<file path="src/rtl/if_fetch_unit_pkg.sv">
// Shared definitions for the instruction-fetch stage.
//   InstrW   : instruction / PC width
//   PcStep   : byte distance between consecutive instructions
//   fetch_state_e : fetch FSM states (waiting on memory, buffer full, discarding a stale reply)
//   align_pc : clears bit 0 so every PC is halfword aligned
package if_fetch_unit_pkg;

  localparam int unsigned InstrW = 16;
  localparam logic [InstrW-1:0] PcStep = 16'd2;

  typedef enum logic [1:0] {
    StWait = 2'd0,
    StFull = 2'd1,
    StDrop = 2'd2
  } fetch_state_e;

  function automatic logic [InstrW-1:0] align_pc(input logic [InstrW-1:0] pc);
    return {pc[InstrW-1:1], 1'b0};
  endfunction

endpackage

</file>
<file path="src/rtl/if_fetch_unit.sv">
// Instruction-fetch stage of the 16-bit pipeline, feeding the IF/ID register.
// Holds the PC, fetches over a req/rvalid handshake, buffers one instruction and
// discards in-flight fetches made stale by a branch redirect.
// Ports:
//   clk, rst               : clock, asynchronous active-low reset
//   freeze                 : IF/ID is not sampling this cycle
//   br_taken, br_target    : redirect request and target (bit 0 ignored)
//   imem_req, imem_addr    : fetch request, held until imem_rvalid
//   imem_rvalid, imem_rdata: fetch response
//   pc_out, pc2_out        : PC of buffered instruction and PC+2
//   IR_out, if_valid       : buffered instruction (NOP_IR when empty) and its valid flag
module if_fetch_unit
  import if_fetch_unit_pkg::*;
#(
  parameter logic [15:0] RESET_PC = 16'h0000,
  parameter logic [15:0] NOP_IR   = 16'h0000
) (
  input  logic        clk,
  input  logic        rst,
  input  logic        freeze,
  input  logic        br_taken,
  input  logic [15:0] br_target,
  output logic        imem_req,
  output logic [15:0] imem_addr,
  input  logic        imem_rvalid,
  input  logic [15:0] imem_rdata,
  output logic [15:0] pc_out,
  output logic [15:0] pc2_out,
  output logic [15:0] IR_out,
  output logic        if_valid
);

  localparam logic [15:0] ResetPc = {RESET_PC[15:1], 1'b0};

  fetch_state_e state_q, state_d;
  logic [15:0]  pc_q, pc_d;
  logic [15:0]  req_addr_q, req_addr_d;
  logic [15:0]  ibuf_q, ibuf_d;
  logic [15:0]  ibuf_pc_q, ibuf_pc_d;
  logic         ibuf_valid_q, ibuf_valid_d;
  logic [15:0]  target;

  assign target = align_pc(br_target);

  always_comb begin
    state_d      = state_q;
    pc_d         = pc_q;
    req_addr_d   = req_addr_q;
    ibuf_d       = ibuf_q;
    ibuf_pc_d    = ibuf_pc_q;
    ibuf_valid_d = ibuf_valid_q;

    unique case (state_q)
      StWait: begin
        if (br_taken) begin
          ibuf_valid_d = 1'b0;
          pc_d         = target;
          if (imem_rvalid) begin
            req_addr_d = target;
          end else begin
            // Reply for the old address is still coming; it must be dropped.
            state_d = StDrop;
          end
        end else if (imem_rvalid) begin
          ibuf_d       = imem_rdata;
          ibuf_pc_d    = req_addr_q;
          ibuf_valid_d = 1'b1;
          pc_d         = req_addr_q + PcStep;
          state_d      = StFull;
        end
      end
      StFull: begin
        if (br_taken) begin
          ibuf_valid_d = 1'b0;
          pc_d         = target;
          req_addr_d   = target;
          state_d      = StWait;
        end else if (ibuf_valid_q && !freeze) begin
          ibuf_valid_d = 1'b0;
          req_addr_d   = pc_q;
          state_d      = StWait;
        end
      end
      StDrop: begin
        if (br_taken) begin
          ibuf_valid_d = 1'b0;
          pc_d         = target;
        end
        if (imem_rvalid) begin
          // Latest redirect wins: a same-cycle branch overrides the stored PC.
          req_addr_d = br_taken ? target : pc_q;
          state_d    = StWait;
        end
      end
      default: begin
        state_d = StWait;
      end
    endcase
  end

  always_ff @(posedge clk or negedge rst) begin
    if (!rst) begin
      state_q      <= StWait;
      pc_q         <= ResetPc;
      req_addr_q   <= ResetPc;
      ibuf_q       <= NOP_IR;
      ibuf_pc_q    <= ResetPc;
      ibuf_valid_q <= 1'b0;
    end else begin
      state_q      <= state_d;
      pc_q         <= pc_d;
      req_addr_q   <= req_addr_d;
      ibuf_q       <= ibuf_d;
      ibuf_pc_q    <= ibuf_pc_d;
      ibuf_valid_q <= ibuf_valid_d;
    end
  end

  // rst gates the request so it drops the instant reset is asserted.
  assign imem_req  = rst && (state_q != StFull);
  assign imem_addr = req_addr_q;
  assign pc_out    = ibuf_pc_q;
  assign pc2_out   = ibuf_pc_q + PcStep;
  assign IR_out    = ibuf_valid_q ? ibuf_q : NOP_IR;
  assign if_valid  = ibuf_valid_q;

endmodule
</file>
<file path="config.mk">
export PLATFORM = sky130hd
export DESIGN_NAME = if_fetch_unit
export DESIGN_NICKNAME = d
export VERILOG_FILES = /design/src/rtl/if_fetch_unit_pkg.sv /design/src/rtl/if_fetch_unit.sv
export SDC_FILE = /design/constraint.sdc
export NUM_CORES = 1
export LEC_CHECK = 0
export ABC_AREA = 1
export BUFFER_PORTS_ARGS = -buffer_cell sky130_fd_sc_hd__buf_4
export CAP_MARGIN = 20
export CORE_ASPECT_RATIO = 1.4
export CORE_MARGIN = 3
export CORE_UTILIZATION = 53
export CTS_BUF_LIST = sky130_fd_sc_hd__clkbuf_4 sky130_fd_sc_hd__clkbuf_8 sky130_fd_sc_hd__clkbuf_16
export CTS_CLUSTER_DIAMETER = 120
export DETAILED_ROUTE_END_ITERATION = 12
export PLACE_DENSITY = 0.84
export SLEW_MARGIN = 20
export SYNTH_ARGS = -nofsm -noshare
export SYNTH_HDL_FRONTEND = slang
export SYNTH_SLANG_ARGS = --single-unit
</file>
<file path="constraint.sdc">
create_clock -name clk -period 1.6 [get_ports clk]
set_input_delay 0.32 -clock clk [delete_from_list [all_inputs] [get_ports clk]]
set_output_delay 0.32 -clock clk [all_outputs]
set_load 0.005 [all_outputs]
</file>
# Word-level counts from Yosys, hierarchy flattened
# Cells that the tools add are included.
word_totals:
  out_inout_bits: 66
  reg_bits: 67
  wordCells: 55
  in_bits: 37
op_classes:
  n_eq_ne: 10
  mux: 24
  n_addsub: 2
  reduce_logical: 12
  bitwise: 1
op_table:
  columns: ["cell", "count"]
  rows:
  - ["$mux 16", 9]
  - ["$pmux 16 s3", 1]
  - ["$add 16x2->16 const B", 2]
  - ["$pmux 16 s2", 1]
  - ["$mux 2", 6]
  - ["$ne 3x3->1 const B", 3]
  - ["$ne 2x2->1 const B", 4]
  - ["$reduce_and 4->1", 2]
  - ["$pmux 2 s3", 1]
  - ["$mux 1", 5]
  - ["$reduce_and 5->1", 1]
  - ["$pmux 1 s3", 1]
  - ["$reduce_and 3->1", 1]
  - ["$reduce_bool 3->1", 1]
  - ["$eq 2x1->1 const B", 1]
  - ["$eq 2x2->1 const B", 1]
  - ["$logic_and 1x1->1", 2]
  - ["$logic_not 2->1", 1]
  - ["$ne 2x1->1 const B", 1]
  - ["$reduce_and 2->1", 1]
  - ["$reduce_bool 2->1", 1]
  - ["$reduce_or 2->1", 1]
  - ["$logic_not 1->1", 1]
  - ["$not 1->1", 1]

# Logic depth before layout (Yosys ltp)
logic_depth:
  depth_word: 5
  depth_mapped: 10
  depth_no_buf: 9

# Worst setup path before layout
# OpenSTA, ideal clock, no wires.
synth_timing:
  path_kind: "register to output"
  startpoint: "register ibuf_pc_q[1] (netlist: pc_out[1])"
  endpoint: "output port pc2_out[15]"
  path_stages_with_launch: 8
  arrival_time_ps: 1262
  required_ps: 1280
  n_path_buf: 0
  setup_slack_ps: 18
  path_cell_list: "dfrtp_1 > ha_1 > nand2_1 > inv_1 > nand2_1 > nor2_1 > nand4_1 > xnor2_1"
synth_via:
  elab_chain_len: 1
synth_lines:
  columns: ["element", "line", "text"]
  rows:
  - ["from (decl)", "if_fetch_unit.sv:39", "logic [15:0] ibuf_pc_q, ibuf_pc_d;"]
  - ["from (signal assigned)", "if_fetch_unit.sv:107", "ibuf_pc_q <= ResetPc;"]
  - ["from (signal assigned)", "if_fetch_unit.sv:114", "ibuf_pc_q <= ibuf_pc_d;"]
  - ["$add 16x2->16", "if_fetch_unit.sv:123", "assign pc2_out = ibuf_pc_q + PcStep;"]
  - ["to (decl)", "if_fetch_unit.sv:28", "output logic [15:0] pc2_out,"]
# No other way between the ends.

# Worst setup path in the final report
layout_timing:
  startpoint: "register ibuf_pc_q[2] (netlist: pc_out[2])"
  endpoint: "output port pc2_out[11]"
# The elaborated chain is that of the path after synthesis.

==> results.md <==
- Final non-filler cell total: 765
- DRC violations left: 0
- Root buf cell: clkbuf_8
- Synth cell types: 35
- FP Rows: 36
- Overall Global Routing Usage: 0.2720
- Clock Tree Buf Depth: 2
- Die area: 8506 µm²
- # diodes: 0
- Hold Startpoint: imem_rdata[1]
- Synth Flop Type: dfrtp_1
- Final setup violation count: 13
- Slew @ Worst Pin: between 0.3 and 0.4 ns
- Initial antenna violation count: 0
- Chip height: 107.9 µm
- H-tree depth: 3
- Ratio of cells with drive above 1 in the final layout: 0.3328
- DR vias: 4044
- Final worst slack: -0.4272 ns
- Logic pwr share: 0.547
- Max-slew headroom: 0.7566
- Initial core utilization: 0.5563
- WP data required: approximately 1.3 ns
- Setup crit end: pc2_out[11]
- Hold Vio Cnt, Final: 0
- Mean Syn Cell Area: 7.422 µm²
- Synth area leaders: dfrtp_1 43%, nand2_1 19%, o21ai_0 6.4%
- Final core utilization: 0.7688
- First-pass GRT wire length: about 18000 µm
- RSZ-0062 raised after global routing: true
- Netlist Area Pre-Place: 3934 µm²
- # placed instances: 739
- Leading area contributor after synthesis: dfrtp_1
- Io pins: 103
- Core ar.: 7072 µm²
- Yosys warnings: 0
- Hpwl dp: 7766 µm
- Syn Nets: between 500 and 600
- Min cycle time layout: 2.027 ns
- Crit Path Max Fanout: 3
- Pre-CTS setup slack: -0.1460 ns
- Top cell type's share of synthesized area: 0.4262
- Reg-to-reg slack, setup: 0.07 ns
- Initial DRT Pass Iterations: 5
- Reg power frac: 0.312
- Clock sinks: 67
- Final WL: 11600 µm
- Hold Path Class: primary input to flip-flop
- Clk_skew: approximately 0.0067 ns
- Port-buffer cells: 101
- Power share of the clock group: 0.141
- Worst skew pair latency: 0.35 ns
- R2R depth: 9
- Startpoint Class: flip-flop
- Flops & latches, synth: 67
- Final #Nets: 708
- Failing checks: negative setup slack
- Num CTS Buffers: 9
- Hold Path Depth: 3
- Final RePlAce weighted congestion: 0.8808
- R2R Path End: imem_addr[0]
- Crit path DAT: ~1.7 ns
- Largest net degree at the start of global routing: 68
- Switch Pwr: roughly 4.4 mW
- Critical R2R Launch: state_q[1]
- Clock transition at path regs: 0.08 ns
- Max Cap Viol: 0
- EDFF count, synth: 0
- CTS tree: yes
- WS Path Type: flip-flop to output pin
- Antenna Nets Post-Route: 0
- Sequential cell area fraction in the yosys report: 0.4262
- Pwr/cell area: 1878 nW/µm²
- Die Wd: 78.81 µm
- Routed wire per std cell: about 15 µm
- Final Cycle Share: 1.267
- Gr ovfl total: 0
- Final Max Tran Viols: 0
- Total internal power: 5.818 mW
- Nature of the critical path endpoint: output pin
- Via count of the first global-routing pass: 3937
- Fmax: 0.4933 GHz
- Gate Count Post-Synth: 530
- Post-synth ARST share: 1.000
- Vias per inst: around 5.3
- Static Leak: 2.911 nW
- Switching Share: 0.4301
- 1st-iter DRT viols: 267
- Maximum vdd drop: 0.9546 mV
- Critical path origin: pc_out[2]
- Synthesis-to-layout area growth: 38.20%
- Outcome: finished with violations
[stage by stage]
step           TNS (ns)  total power, mW  hold WS [ns]  cell area, µm²
6_report         -4.069            10.21        0.1652            5436
5_1_grt          -5.136            10.94        0.1725            5436
4_1_cts          -3.358            9.885        0.1682            5305
3_5_place_dp    -0.3956            8.161        0.3635            4950
3_3_place_gp    -0.2368            7.931        0.3565            4950
2_1_floorplan         0            5.906       0.02441            3934
[synth_stat cells, types with 2 or more instances]
library cell / instances
xor2_1: 8
buf_4: 3
a22oi_2: 2
nand3_1: 25
nor3_1: 6
o21ai_1: 2
inv_2: 3
inv_1: 57
a21oi_1: 8
ha_1: 6
buf_2: 11
nand2_4: 2
o21ai_2: 6
dfrtp_1: 67
nand2_1: 195
buf_8: 2
a21oi_2: 5
nand4_1: 9
clkbuf_1: 2
o21ai_0: 50
nor2_4: 3
nor2_1: 36
inv_6: 2
nor2_2: 6
xnor2_1: 4
[how the worst min path moves through the flow]
stage                 end  slack [ns]
3_5_place_dp      pc_q[0]        0.36
4_1_cts         ibuf_q[1]        0.17
2_1_floorplan   ibuf_q[0]        0.02
3_3_place_gp   state_q[1]        0.36
6_report        ibuf_q[1]        0.17
5_1_grt         ibuf_q[0]        0.17
[logic make-up (layout without fill, tap and decap cells)]
family,after synthesis,count (layout),share of synthesized area
AND/OR/NAND/NOR,285,285,0.3066
buffers and inverters,83,223,0.1031
AO/OA/AOI/OAI,77,77,0.1183
flip-flops,67,67,0.4262
XOR/XNOR,12,12,0.02672
adder cells (fa/ha/maj),6,6,0.01908
[timing repair]
action,in CTS,in global routing
resized for setup,26,25
pin swaps,11,15
gates cloned,0,1
setup buffers,7,5
setup endpoints to repair,21,34
hold buffers,1,0
endpoints found under the hold margin,26,0
[critical path: stages (launching register included)]
cell and delay (ns):
dfrtp_1 0.37, ha_2 0.19, nand2_2 0.07, inv_2 0.09, nand2_4 0.06, nor2_4 0.15, nand3_2 0.12, xor2_2 0.17
buf_4 0.14
[metal layers]
metal,wire length (µm),track usage,part of all wire
met1,4512,0.3135,0.39
met4,235,0.1093,0.020
met2,6114,0.4891,0.53
met3,741,0.05750,0.064
met5,0,0,0
[placed cells by master (no fill, tap or decap), types with 2 or more instances in the layout]
master,count
a21oi_1,8
a21oi_2,5
a22oi_2,2
buf_12,3
buf_4,133
buf_6,6
clkbuf_8,10
clkinv_2,2
clkinvlp_4,2
dfrtp_1,67
ha_1,3
ha_4,2
inv_1,52
inv_2,7
inv_6,2
nand2_1,189
nand2_2,5
nand2_4,4
nand3_1,20
nand3_2,4
nand4_1,9
nor2_1,31
nor2_2,8
nor2_4,6
nor3_1,4
o21ai_0,47
o21ai_1,4
o21ai_2,7
xnor2_2,3
xor2_1,7
[state kept, by name, summed over array words and instances (netlist names)]
| signal | count |
|---|---|
| ibuf_q | 16 |
| if_valid | 1 |
| imem_addr | 16 |
| pc_out | 16 |
| pc_q | 16 |
| state_q | 2 |
[power groups by stage]
| stage | clock [mW] | combinational (mW) | sequential [mW] |
|---|---|---|---|
| 4_1_cts | 1.45 | 5.31 | 3.13 |
| 3_3_place_gp | 0 | 4.83 | 3.10 |
| 6_report | 1.44 | 5.58 | 3.18 |
| 2_1_floorplan | 0 | 2.77 | 3.13 |
| 3_5_place_dp | 0 | 5.02 | 3.14 |
| 5_1_grt | 1.51 | 6.15 | 3.28 |
[layout make-up]
class                      count  area, µm²
clock buffer                  10      137.6
multi-input combinational    380       2014
timing repair buffer         144       1161
fill                         498       1635
tap                           95      118.9
sequential                    67       1677
clock inverter                 6      63.81
inverter                      63      264.0
No activity file was read; power rests on OpenSTA's default activity.
